File: src/rtl/food_spawner.sv
// ---------------------------------------------------------------------------
// food_spawner
//
// Places food on the snake board and detects when the snake head lands on
// it. Food positions come from a free-running 16-bit Fibonacci LFSR. Each
// eat produces a single-cycle increment pulse for the score counter
// downstream, and then a new food position is chosen.
//
// Parameters:
//   COORD_W : coordinate width per axis. Legal range is 1..8.
//   SEED    : LFSR reset value. An all-zero seed would lock the LFSR, so it
//             is replaced by 16'hACE1.
//
// Ports:
//   clk        in   1        rising-edge clock for all state
//   reset      in   1        asynchronous, active-low reset
//   enable     in   1        game running; 0 freezes FSM, LFSR and head reg
//   head_x     in   COORD_W  snake head column
//   head_y     in   COORD_W  snake head row
//   head_valid in   1        one-cycle strobe: head moved to (head_x,head_y)
//   food_x     out  COORD_W  food column (registered)
//   food_y     out  COORD_W  food row (registered)
//   food_valid out  1        food currently placed and displayable
//   increment  out  1        one-cycle pulse per food eaten
//
// Build option:
//   FOOD_SPAWNER_AVOID_HEAD_EN
//     Defined   : a candidate equal to the last reported head position is
//                 rejected, so food never spawns under the head.
//     Undefined : every candidate is accepted; placement takes exactly one
//                 enabled cycle.
// ---------------------------------------------------------------------------
module food_spawner #(
    parameter int unsigned COORD_W = 4,
    parameter logic [15:0] SEED    = 16'hACE1
) (
    input  logic               clk,
    input  logic               reset,
    input  logic               enable,
    input  logic [COORD_W-1:0] head_x,
    input  logic [COORD_W-1:0] head_y,
    input  logic               head_valid,
    output logic [COORD_W-1:0] food_x,
    output logic [COORD_W-1:0] food_y,
    output logic               food_valid,
    output logic               increment
);

    // An all-zero LFSR never leaves zero, so substitute a known-good seed.
    localparam logic [15:0] SEED_EFF = (SEED == 16'h0000) ? 16'hACE1 : SEED;

    typedef enum logic [0:0] {
        ST_PLACE = 1'b0,
        ST_ARMED = 1'b1
    } state_e;

    // One step of the 16-bit Fibonacci LFSR (taps 16,14,13,11).
    function automatic logic [15:0] lfsr_step(input logic [15:0] cur);
        logic fb;
        fb = cur[15] ^ cur[13] ^ cur[12] ^ cur[10];
        return {cur[14:0], fb};
    endfunction

    state_e             state_q;
    state_e             state_d;
    logic [15:0]        lfsr_q;
    logic [15:0]        lfsr_d;
    logic [COORD_W-1:0] food_x_q;
    logic [COORD_W-1:0] food_x_d;
    logic [COORD_W-1:0] food_y_q;
    logic [COORD_W-1:0] food_y_d;
    logic               food_valid_q;
    logic               food_valid_d;
    logic               increment_q;
    logic               increment_d;

    logic [COORD_W-1:0] cand_x_s;
    logic [COORD_W-1:0] cand_y_s;
    logic               accept_s;
    logic               eat_s;

    // Candidate is carved from the current (pre-step) LFSR value.
    assign cand_x_s = lfsr_q[2*COORD_W-1 -: COORD_W];
    assign cand_y_s = lfsr_q[COORD_W-1:0];

    // Eat uses the live head inputs so the pulse is not delayed a cycle
    // behind the movement strobe.
    assign eat_s = head_valid
                 & (head_x == food_x_q)
                 & (head_y == food_y_q);

`ifdef FOOD_SPAWNER_AVOID_HEAD_EN
    // The head register only matters when avoiding the head on placement.
    logic [COORD_W-1:0] hx_q;
    logic [COORD_W-1:0] hx_d;
    logic [COORD_W-1:0] hy_q;
    logic [COORD_W-1:0] hy_d;

    // Capture the last reported head position while the game runs.
    always_comb begin
        hx_d = hx_q;
        hy_d = hy_q;
        if (enable && head_valid) begin
            hx_d = head_x;
            hy_d = head_y;
        end else begin
            hx_d = hx_q;
            hy_d = hy_q;
        end
    end

    // Head position register.
    always_ff @(posedge clk or negedge reset) begin
        if (!reset) begin
            hx_q <= {COORD_W{1'b0}};
            hy_q <= {COORD_W{1'b0}};
        end else begin
            hx_q <= hx_d;
            hy_q <= hy_d;
        end
    end

    // Reject a candidate sitting under the last reported head; the LFSR
    // keeps stepping so the next cycle offers a fresh candidate.
    always_comb begin
        accept_s = 1'b1;
        if ((cand_x_s == hx_q) && (cand_y_s == hy_q)) begin
            accept_s = 1'b0;
        end else begin
            accept_s = 1'b1;
        end
    end
`else
    // Without head avoidance every candidate is taken immediately.
    assign accept_s = 1'b1;
`endif

    // FSM next state, LFSR stepping and output register updates.
    always_comb begin
        state_d      = state_q;
        lfsr_d       = lfsr_q;
        food_x_d     = food_x_q;
        food_y_d     = food_y_q;
        food_valid_d = food_valid_q;
        // The pulse defaults low so it can never last beyond one cycle and
        // is dropped at the next edge when the game is paused.
        increment_d  = 1'b0;

        if (enable) begin
            lfsr_d = lfsr_step(lfsr_q);
            case (state_q)
                ST_PLACE: begin
                    // head_valid here never scores; a snake cannot eat
                    // food that is not yet on the board.
                    if (accept_s) begin
                        food_x_d     = cand_x_s;
                        food_y_d     = cand_y_s;
                        food_valid_d = 1'b1;
                        state_d      = ST_ARMED;
                    end else begin
                        state_d      = ST_PLACE;
                    end
                end
                ST_ARMED: begin
                    if (eat_s) begin
                        increment_d  = 1'b1;
                        food_valid_d = 1'b0;
                        state_d      = ST_PLACE;
                    end else begin
                        state_d      = ST_ARMED;
                    end
                end
                default: begin
                    // Illegal encoding: drop the food and re-place it.
                    food_valid_d = 1'b0;
                    state_d      = ST_PLACE;
                end
            endcase
        end else begin
            state_d = state_q;
            lfsr_d  = lfsr_q;
        end
    end

    // State, LFSR and output registers.
    always_ff @(posedge clk or negedge reset) begin
        if (!reset) begin
            state_q      <= ST_PLACE;
            lfsr_q       <= SEED_EFF;
            food_x_q     <= {COORD_W{1'b0}};
            food_y_q     <= {COORD_W{1'b0}};
            food_valid_q <= 1'b0;
            increment_q  <= 1'b0;
        end else begin
            state_q      <= state_d;
            lfsr_q       <= lfsr_d;
            food_x_q     <= food_x_d;
            food_y_q     <= food_y_d;
            food_valid_q <= food_valid_d;
            increment_q  <= increment_d;
        end
    end

    assign food_x     = food_x_q;
    assign food_y     = food_y_q;
    assign food_valid = food_valid_q;
    assign increment  = increment_q;

endmodule

File: config.mk
export PLATFORM = sky130hd
export DESIGN_NAME = food_spawner
export DESIGN_NICKNAME = d
export VERILOG_FILES = /design/src/rtl/food_spawner.sv
export SDC_FILE = /design/constraint.sdc
export NUM_CORES = 1
export LEC_CHECK = 0
export CAP_MARGIN = 20
export CORE_MARGIN = 1.5
export CORE_UTILIZATION = 49
export CTS_CLUSTER_SIZE = 16
export DETAILED_ROUTE_END_ITERATION = 16
export PLACE_DENSITY = 0.76
export SETUP_SLACK_MARGIN = 0.4
export SYNTH_ARGS = -nofsm -noshare
export SYNTH_HDL_FRONTEND = slang
export SYNTH_SLANG_ARGS = --single-unit
File: constraint.sdc
create_clock -name clk -period 1.4 [get_ports clk]
set_input_delay 0.28 -clock clk [delete_from_list [all_inputs] [get_ports clk]]
set_output_delay 0.28 -clock clk [all_outputs]
set_load 0.01 [all_outputs]
==> results.py <==
metrics = {
    "outcome": {
        "status": "complete, no violations",
    },
    "clock_tree": {
        "clkLatencyLatePin_ns": 0.33,
        "clock-sinks": 27,
        "cts_tree": "built",
        "postCtsHoldBufs": 0,
        "htree_levels": 1,
        "numCtsBuffers": 3,
        "cts_root_buf": "clkbuf_4",
        "path_clk_slew_ns": 0.15,
        "clock_path_buffers": 2,
    },
    "drt": {
        "via_per_inst": 4.951,
        "drt-initial-drc-count": 6,
        "ant_nets": 0,
        "dr.pass1.iters": 4,
        "wl_per_cell_um": 15.90,
        "wirelength_mm": 2.273,
        "remaining_drc_errors": 0,
        "num_vias": 708,
    },
    "synthesis": {
        "synth.area.mux_share_pct": 23.00,
        "synth_top_area_share_pct": 42.22,
        "netlist-cell-type-count": 15,
        "syn_inst": 76,
        "yosys.area_share.xor_xnor_pct": 8.556,
        "synth.net_count": 88,
        "synth_top_area_cell": "dfrtp_1",
        "avgSynthCellArea_um2": 14.82,
        "synth_area_leaders": "dfrtp_1, mux2_2, dfstp_2, xor2_1, xnor2_1",
        "seq_area_frac_synth_pct": 60.89,
        "synth_compound_area_share_pct": 1.556,
        "synth.cell_area_um2": 1126,
        "ys_ff_latch": 27,
        "synthSimpleGateAreaFrac_pct": 4.444,
        "yosysWarnings": 0,
        "synthAdderAreaFrac_pct": 0,
        "synth_top_family_by_area": "multiplexers",
    },
    "worst_setup_path": {
        "cp.arrival_ns": 1.49,
        "start_kind": "flop",
        "cp-end-kind": "flop",
        "worstPathRequired_ns": 1.67,
        "critPathKind": "flop to flop",
        "cp_max_fo": 3,
    },
    "place": {
        "place_hpwl_mm": 1.341,
        "port_buffers": 21,
        "placed_area_um2": 1411,
        "gp_congestion": 0.6899,
        "place_inst": 125,
    },
    "timing": {
        "slew_headroom_pct": 80.85,
        "max_freq_ghz": 0.8192,
        "hold_viol_final": 0,
        "holdWs_ns": 0.2879,
        "fin_crit_ns": 1.221,
        "setup_viol": 0,
        "finalCritPeriodShare_pct": 87.19,
        "fin_skew_ns": 0.007887,
        "finalMaxSlewViolations": 0,
        "grt_setup_unrepaired": "yes",
        "worst_slew_pin_slew_ns": 0.2863,
    },
    "global_route": {
        "antenna_found_initial": 0,
        "grt_remaining_overflow": 0,
        "grt_max_degree": 28,
        "grt_pass1_wl_mm": 3.470,
        "grt_pass1_vias": 786,
        "grt_use_total_pct": 18.59,
    },
    "layout": {
        "fin_area_um2": 1559,
        "fin_nets": 128,
        "instances_no_fill": 143,
        "num_antenna_cells": 0,
        "drive_gt1_share_pct": 59.13,
        "fillers": 141,
        "area_growth_syn_to_layout_pct": 38.44,
    },
    "floorplan": {
        "die_h_um": 50.94,
        "num_rows": 17,
        "core_um2": 2191,
        "ioPinCount": 22,
        "die-area_um2": 2595,
        "die-width_um": 50.94,
        "initial_core_util_pct": 51.40,
    },
    "power": {
        "leakage_nw": 0.7328,
        "powerDensity_nw_per_um2": 1498,
        "peakVddDrop_mv": 1.101,
    },
    "run": {
        "cap_violations": 0,
    },
    "hold_path": {
        "hp-class": "primary input to async pin",
    },
}
## logic make-up (layout without fill, tap and decap cells)
kind of cell / count (synthesis) / in the layout
AO/OA/AOI/OAI: 3 / 3
XOR/XNOR: 11 / 11
buffers and inverters: 3 / 42
flip-flops: 27 / 27
multiplexers: 23 / 23
AND/OR/NAND/NOR: 9 / 9
## final timing paths
| kind | endpoint | cells past startpoint | slack [ns] | start |
|---|---|---|---|---|
| min | food_y[2]$_DFFE_PN0P_ | 2 | 0.29 | reset |
| max | increment$_DFF_PN0_ | 4 | 0.18 | food_y[3]$_DFFE_PN0P_ |
| max reg2reg | increment$_DFF_PN0_ | 4 | 0.18 | food_y[3]$_DFFE_PN0P_ |
| min in group clk | lfsr_q[0]$_DFFE_PN1P_ | 3 | 0.52 | enable |
| min reg2reg | lfsr_q[9]$_DFFE_PN0P_ | 1 | 0.52 | lfsr_q[8]$_DFFE_PN0P_ |
| max in group asynchronous | lfsr_q[15]$_DFFE_PN1P_ | 2 | 0.88 | reset |
## report_power, final
part / total, W / switching (W) / internal (W)
clock network: 0.000350 / 0.000234 / 0.000116
logic: 0.000664 / 0.000231 / 0.000433
registers: 0.00132 / 0.000200 / 0.00112
## cells in the final DEF (no fill, tap or decap)
cell type | netlist | routed
mux2_2 | 23 | 15
clkdlybuf4s50_1 | 0 | 10
clkbuf_4 | 0 | 3
a31oi_1 | 2 | 2
dfrtp_1 | 19 | 19
buf_12 | 0 | 1
mux2_4 | 0 | 8
inv_6 | 0 | 1
nor2_1 | 4 | 4
and3_1 | 1 | 1
xor2_1 | 8 | 7
buf_6 | 0 | 3
buf_2 | 2 | 9
xnor2_2 | 0 | 2
xnor2_1 | 3 | 1
xor2_2 | 0 | 1
dlygate4sd2_1 | 0 | 1
a21oi_1 | 1 | 1
nand3_1 | 1 | 1
clkbuf_2 | 0 | 1
buf_4 | 1 | 13
nor4_4 | 0 | 1
nor3_2 | 0 | 1
dfstp_2 | 8 | 8
nor2b_4 | 0 | 1
## cell type report
type	count	area [µm²]	area share, %
Clock buffer	3	22.52	1.445
Clock inverter	1	8.758	0.5618
Multi-Input combinational cell	46	496.7	31.86
Sequential cell	27	685.7	43.98
Tap cell	28	35.03	2.247
Timing Repair Buffer	38	310.3	19.90
## flip-flops by register name, summed over array words and instances (netlist names)
signal	flops
food_x	4
food_valid	1
lfsr_q	16
food_y	4
increment	1
state_q	1
## worst max-delay path, stage by stage (launching register included)
cell and delay (ns):
dfrtp_1 0.42, buf_6 0.13, xor2_2 0.15, nor4_4 0.28, and3_1 0.19
## per-stage QoR
stage / setup slack [ns] / power, W / util (%) / TNS, ns
3_3_place_gp: -0.1526 / 0.001824 / 64.42 / -2.264
4_1_cts: 0.1033 / 0.002332 / 70.99 / 0
6_report: 0.1793 / 0.002335 / 71.16 / 0
5_1_grt: 0.07764 / 0.002444 / 71.16 / 0
2_1_floorplan: 0.2688 / 0.001663 / - / 0
3_5_place_dp: -0.1766 / 0.001866 / 64.42 / -2.732
## routing by layer
metal / track usage, % / part of all wire [%]
met3: 4.386 / 3.5
met2: 36.15 / 55
met5: 0 / 0
met4: 2.703 / 0
met1: 20.67 / 41
## cells in the mapped netlist
cell type,n
nand3_1,1
dfrtp_1,19
nor3_1,1
xor2_1,8
buf_4,1
a31oi_1,2
dfstp_2,8
xnor2_1,3
nor2b_1,1
buf_2,2
and3_1,1
nor4_2,1
nor2_1,4
mux2_2,23
a21oi_1,1
## repair_timing
action	CTS	global route
hold endpoints to repair	0	0
endpoints found under the setup margin	37	22
gates resized for setup	51	2
pin swaps	6	0
cloned	1	0
buffers inserted	13	0
No activity file was read; power rests on OpenSTA's default activity.
